File: src/rtl/stream_packet_sink.sv
// rtl/stream_packet_sink.sv - stream sink that reports per-packet beat count and data sum
// Optional feature macro: SEQ_CHECK_EN (counter-sequence checking on non-first beats).
module stream_packet_sink #(
  parameter int DATA_W = 3,
  parameter int LEN_W  = 6,
  parameter int SUM_W  = 9
) (
  input  logic              clk,
  input  logic              rst,
  input  logic              en,
  input  logic              s_tvalid,
  input  logic              s_tlast,
  input  logic [DATA_W-1:0] s_tdata,
  output logic              s_tready,
  output logic              pkt_valid,
  input  logic              pkt_ack,
  output logic [LEN_W-1:0]  pkt_len,
  output logic [SUM_W-1:0]  pkt_sum,
  output logic              pkt_ovf,
  output logic              pkt_seq_err
);

  typedef enum logic [1:0] {IDLE, RECV, REPORT} state_t;

  state_t             state;
  logic [LEN_W-1:0]   len, len_nxt;
  logic [SUM_W-1:0]   sum, sum_nxt;
  logic               ovf, ovf_nxt;
  logic               accept;
  logic               first;

  assign s_tready = en & ~rst & (state != REPORT);
  assign accept   = s_tvalid & s_tready;
  assign first    = (state == IDLE);

  always_comb begin
    len_nxt = len;
    sum_nxt = sum;
    ovf_nxt = ovf;
    if (first) begin
      len_nxt = LEN_W'(1);
      sum_nxt = SUM_W'(s_tdata);
      ovf_nxt = 1'b0;
    end else begin
      // Length saturates at all-ones; the first blocked increment flags overflow.
      if (len == {LEN_W{1'b1}}) begin
        ovf_nxt = 1'b1;
      end else begin
        len_nxt = len + LEN_W'(1);
      end
      sum_nxt = sum + SUM_W'(s_tdata);
    end
  end

  always_ff @(posedge clk) begin
    if (rst) begin
      state     <= IDLE;
      len       <= '0;
      sum       <= '0;
      ovf       <= 1'b0;
      pkt_valid <= 1'b0;
      pkt_len   <= '0;
      pkt_sum   <= '0;
      pkt_ovf   <= 1'b0;
    end else begin
      case (state)
        IDLE, RECV: begin
          if (accept) begin
            len <= len_nxt;
            sum <= sum_nxt;
            ovf <= ovf_nxt;
            if (s_tlast) begin
              state     <= REPORT;
              pkt_valid <= 1'b1;
              pkt_len   <= len_nxt;
              pkt_sum   <= sum_nxt;
              pkt_ovf   <= ovf_nxt;
            end else begin
              state <= RECV;
            end
          end
        end
        REPORT: begin
          if (pkt_ack) begin
            state     <= IDLE;
            pkt_valid <= 1'b0;
          end
        end
        default: state <= IDLE;
      endcase
    end
  end

`ifdef SEQ_CHECK_EN
  logic [DATA_W-1:0] prev_data;
  logic              seq_err, seq_nxt;

  // Upstream is a counter source: each non-first beat must be previous + 1, wrapping.
  always_comb begin
    seq_nxt = 1'b0;
    if (!first) begin
      seq_nxt = seq_err | (s_tdata != DATA_W'(prev_data + DATA_W'(1)));
    end
  end

  always_ff @(posedge clk) begin
    if (rst) begin
      prev_data   <= '0;
      seq_err     <= 1'b0;
      pkt_seq_err <= 1'b0;
    end else if (accept) begin
      prev_data <= s_tdata;
      seq_err   <= seq_nxt;
      if (s_tlast) begin
        pkt_seq_err <= seq_nxt;
      end
    end
  end
`else
  assign pkt_seq_err = 1'b0;
`endif

endmodule

File: config.mk
export PLATFORM = sky130hd
export DESIGN_NAME = stream_packet_sink
export DESIGN_NICKNAME = d
export VERILOG_FILES = /design/src/rtl/stream_packet_sink.sv
export SDC_FILE = /design/constraint.sdc
export NUM_CORES = 1
export LEC_CHECK = 0
export CAP_MARGIN = 20
export CORE_AREA = 5 5 68 70
export DETAILED_ROUTE_END_ITERATION = 10
export DIE_AREA = 0 0 73 75
export HOLD_SLACK_MARGIN = 0.05
export PLACE_DENSITY = 0.7
export SLEW_MARGIN = 40
export SYNTH_ARGS = -nofsm -noshare
export SYNTH_HDL_FRONTEND = slang
export SYNTH_SLANG_ARGS = --single-unit
File: constraint.sdc
create_clock -name clk -period 1.85 [get_ports clk]
set_input_delay 0.2775 -clock clk [delete_from_list [all_inputs] [get_ports clk]]
set_output_delay 0.2775 -clock clk [all_outputs]
set_load 0.1 [all_outputs]
# [Word level (Yosys, flattened, before mapping)]
# Cells that the tools add are included.
[word_totals] out_inout_bits=19 wordCells=41 reg_bits=35
[op_classes] mux=13 n_bitwise=4 n_reduce_logical=7 add_sub_neg=2 n_eq_ne=7
[ops] cell="$mux W6" count=2
[ops] cell="$add A9 B3 Y9" count=1
[ops] cell="$mux W9" count=1
[ops] cell="$ne A2 B2 Y1 const B" count=4
[ops] cell="$add A6 B1 Y6 const B" count=1
[ops] cell="$eq A6 B6 Y1 const B" count=1
[ops] cell="$mux W2" count=3
[ops] cell="$mux W1" count=5
[ops] cell="$pmux W2 S2" count=1
[ops] cell="$reduce_and A2 Y1" count=2
[ops] cell="$reduce_and A4 Y1" count=1
[ops] cell="$and A1 B1 Y1" count=3
[ops] cell="$reduce_and A3 Y1" count=1
[ops] cell="$eq A2 B1 Y1 const B" count=1
[ops] cell="$eq A2 B2 Y1 const B" count=1
[ops] cell="$logic_not A2 Y1" count=1
[ops] cell="$pmux W1 S2" count=1
[ops] cell="$reduce_bool A2 Y1" count=1
[ops] cell="$reduce_or A2 Y1" count=1
[ops] cell="$not A1 Y1" count=1

# [Longest topological paths before layout]
# Gate-level depths: netlist of run 1.
[depth] ltp_word=6 ltp_mapped=7 ltp_nobuf=7

# [Worst setup path after synthesis of run 1]
# No wires, ideal clock.
[synth_path] path_kind="reg-to-reg" startpoint="register sum[0]" endpoint="register sum[6]" arrival_ns=1.732 required_time_ns=1.776 setup_slack_ns=0.044 path_stages_with_launch=8 n_path_buf=0 synth_period_minus_slack_ns=1.806 cell_sequence="dfxtp_1 > ha_1 > inv_1 > fa_1 > nor2b_1 > o2111ai_1 > or4_1 > o21ai_0"
[synth_between] elab_chain_len=2
[synth_rtl] element="start: declaration" line_no="27" text="logic [SUM_W-1:0] sum, sum_nxt;"
[synth_rtl] element="start signal: assignment" line_no="70" text="sum <= sum_nxt;"
[synth_rtl] element="$add A9 B3 Y9" line_no="51" text="sum_nxt = sum + SUM_W'(s_tdata);"
[synth_rtl] element="$mux W9" line_no="40" text="if (first) begin"
# Every way passes these cells.
# A chain may end at the register's enable or synchronous reset.

# [Final worst setup path of run 1]
# Ends and elaborated chain as after synthesis.

==> results of run 1 <==
per-stage QoR:
step	setup WS [ns]	setup TNS, ns
final	0.06740	0
after global routing	-0.02199	-0.02199
after CTS	0.02075	0
after detailed placement	-0.4950	-4.303
after global placement	-0.4242	-3.404
after floorplan	0.04384	0
critical path, delay by kind of cell (launching register included):
family	cells	cell delay, ns
fa+ha+maj	2	0.54
compound gates	2	0.22
flops	1	0.33
buf+inv	1	0.05
simple gates	2	0.57
layer usage:
layer | share of wire [%] | GRT usage [%]
met1 | 45 | 22.56
met3 | 5.4 | 4.806
met5 | 0 | 0
met4 | 1.6 | 7.172
met2 | 48 | 29.10
power breakdown:
part,internal (µW),switching [µW]
Combinational,87.9,142
Clock,292,271
Sequential,765,12.6
Total,1140,425
logic make-up (layout without fill, tap and decap cells):
family                   after synthesis  count (layout)  share of synthesized area, %
AO/OA/AOI/OAI                         67              67                         24.84
XOR/XNOR                               8               8                         4.126
adder cells (fa/ha/maj)                5               5                         4.127
buffers and inverters                 17              64                         4.790
flip-flops                            35              35                         41.27
multiplexers                           1               1                        0.5896
other                                  1               1                        0.2209
AND/OR/NAND/NOR                       65              65                         20.04
layout by cell type (no fill, tap or decap), types with 2 or more instances in the layout:
master	n
or3_1	3
and3_1	3
nand3b_1	2
buf_4	40
nor2_1	12
dfxtp_1	34
o22ai_1	2
clkbuf_8	6
or4_1	2
and4_1	2
and2_1	2
nor3_1	5
inv_1	5
o2111ai_1	2
o21ai_1	4
xor2_1	4
o32ai_1	2
o211ai_1	3
o21ai_0	8
nand3_1	5
a21oi_1	25
clkdlybuf4s50_1	6
xnor2_1	4
a211oi_1	8
nand2_1	18
a31oi_1	3
nand4_1	2
buf_12	2
nor2b_1	3
ha_1	2
sequential cells by signal, summed over array words and instances (netlist names):
name and cells:
len 6, ovf 1, pkt_len 6, pkt_ovf 1
pkt_sum 9, pkt_valid 1, state 2, sum 9
final cells by class:
class | instances | area share, %
Tap cell | 50 | 2.761
Clock inverter | 1 | 0.2209
Sequential cell | 35 | 30.98
Multi-Input combinational cell | 147 | 41.97
Clock buffer | 6 | 3.644
Timing Repair Buffer | 51 | 19.27
Inverter | 6 | 1.160
worst min-delay path by stage:
stage                          start    endpoint  slack [ns]  depth (start not counted)
after floorplan              pkt_ack    state[1]        0.46                          2
after global placement    pkt_sum[5]  pkt_sum[5]        0.44                          2
after detailed placement  pkt_len[1]  pkt_len[1]        0.45                          2
after CTS                    pkt_ovf     pkt_ovf        0.47                          2
after global routing         pkt_ovf     pkt_ovf        0.48                          2
final                     pkt_sum[5]  pkt_sum[5]        0.46                          2
what timing repair did:
action	in CTS	in global routing
pin swaps	5	2
setup endpoints to repair	6	7
gates cloned	0	0
hold endpoints to repair	0	0
resized for setup	8	10
setup buffers	1	1
hold buffers	0	0
==> impl_metrics.csv, run 1 <==
group,metric,value,unit
clock_network,clock_sinks,35,
clock_network,cts_tree,"done",
floorplan,die-width,73,µm
finish,sequential_cell_area,701.9,µm²
timing,fmaxAchievable,0.5610,GHz
finish,layout-area-overhead-vs-synth,33.46,%
grt,largest_net_degree_at_the_start_of_global_routing,19,
clock_network,ctsLongestPathBuffers,2,
synth,postSynthRegisterBits,35,
finish,design.final.nets,260,
floorplan,dieArea,0.005475,mm²
floorplan,core-area,0.003914,mm²
placed_design,dp_hpwl,3.178,mm
flow_run,max_cap_violations,0,
synth,mappedNetlistArea,0.001698,mm²
setup_path,timing.critical_path.slowest_stage_cell,"or4_1",
synth,synth_cell_types,46,
timing,worst_slew_margin_rel,54.79,%
timing,timing.final.max_slew_violations,0,
power,total_power,1570,µW
detailed_routing,detailedRoute.firstPassIterationCount,4,
timing,final.setup_skew,0.003105,ns
setup_path,worst_r2r_startpoint,"sum[0]",
power,ir_worst_vdd,0.3781,mV
setup_path,ff2ff_path_depth,7,
floorplan,die-height,75,µm
power,leakage,0.0008508,µW
floorplan,io-pin-count,28,
synth,synthesis.area_per_instance,8.532,µm²
setup_path,rrSetupSlack,0.07,ns
timing,finalHoldViolCount,0,
finish,multi_input_comb_area,950.9,µm²
grt,grt_overflow,0,
timing,worst_hold_slack,0.4598,ns
synth,synth.top_cells.by_count,"dfxtp_1, a21oi_1, nand2_1",
setup_path,critical_path.reg2reg.endpoint,"sum[6]",
placed_design,placed_area,0.002115,mm²
floorplan,fp-row-count,23,
setup_path,setup.worst_path.class,"register to register",
setup_path,critPathMaxStageDelay,0.41,ns
finish,antenna_cells_inserted,0,
placed_design,number_of_cells_after_detailed_placement,287,
finish,postLayoutCellArea,0.002266,mm²
clock_network,clkTransAtPathRegs,0.07,ns
clock_network,cts_inserted_buffers,5,
floorplan,floorplan.initialDensity,43.38,%
detailed_routing,drt_iter0_drc,70,
detailed_routing,route.vias.total,1631,
detailed_routing,route.detailed.vias_per_inst,5.510,
setup_path,crit_chain,"ha_2 > inv_1 > fa_2 > nor2b_4 > o2111ai_2 > or4_1 > o21ai_1",
placed_design,placement.io_buffers,26,
synth,ys.flop_type,"dfxtp_1",
run_status,outcome,"completed",
synth,instance_count_of_the_mapped_netlist,199,
setup_path,crit_path_max_fanout,3,
grt,antenna_found_initial,0,
timing,final_min_period_over_clock_period,96.36,%
detailed_routing,postRouteAntennaNets,0,
finish,final-instance-count-excl-fill,296,
synth,postSynth.asyncResetShare,0,%
timing,unrepaired_setup_endpoints_after_global_routing,"true",
timing,report.final.setup_viol,0,
grt,gr-usage-all-layers,17.89,%
setup_path,cp.arrival,2.01,ns
setup_path,start_point_of_the_critical_path,"sum[0]",
setup_path,critPathCapture,"sum[6]",
synth,ys_warn_count,0,
synth,synth_area_leader_cell,"dfxtp_1",
synth,synth_most_common_cell,"dfxtp_1",
clock_network,worst_skew_pair.late_latency,0.29,ns
setup_path,kind_of_end_point_of_the_critical_path,"register",
synth,synth_top_area_share,41.27,%
detailed_routing,detail_route.wl_per_cell,14.93,µm
power,power-per-cell-area,692.8,mW/mm²
finish,final_util,57.90,%
clock_network,root_buffer_selected_by_cts,"clkbuf_8",
finish,n_fill_cell,385,
clock_network,h_tree_depth,2,
detailed_routing,route.detailed.drc,0,
hold_path,hold_path.class,"register to register",
synth,postSynthNetCount,213,
timing,tightestPinTransition,0.6782,ns
setup_path,worst_setup_path_start_kind,"register",
finish,layout-drive-gt1-share,24.80,%
grt,global_route_wire_length_before_repair,7.472,mm
grt,first_global_vias,1586,
detailed_routing,postRouteWirelength,4.420,mm
synth,yosysSeqAreaShare,41.27,%
timing,final_critical_delay_including_setup_and_external_delays,1.783,ns
synth,synth-edff-count,0,
setup_path,required,2.08,ns
synth,top_area_cells_in_the_synthesized_netlist,"dfxtp_1, a21oi_1, nand2_1",
placed_design,place.gp.congestion,0.8691,
Power figures use the tool's default switching activity.
==> inputs of run 2 (changes only) <==
HOLD_SLACK_MARGIN = 0.06   (was 0.05)
==> results of run 2 <==
The final DEF is identical to that of run 1; final timing and power are the same.
==> inputs of run 3 (changes only) <==
CTS_CLUSTER_DIAMETER = 50   (was not set)
==> results of run 3 <==
The final DEF is identical to that of run 1; final timing and power are the same.
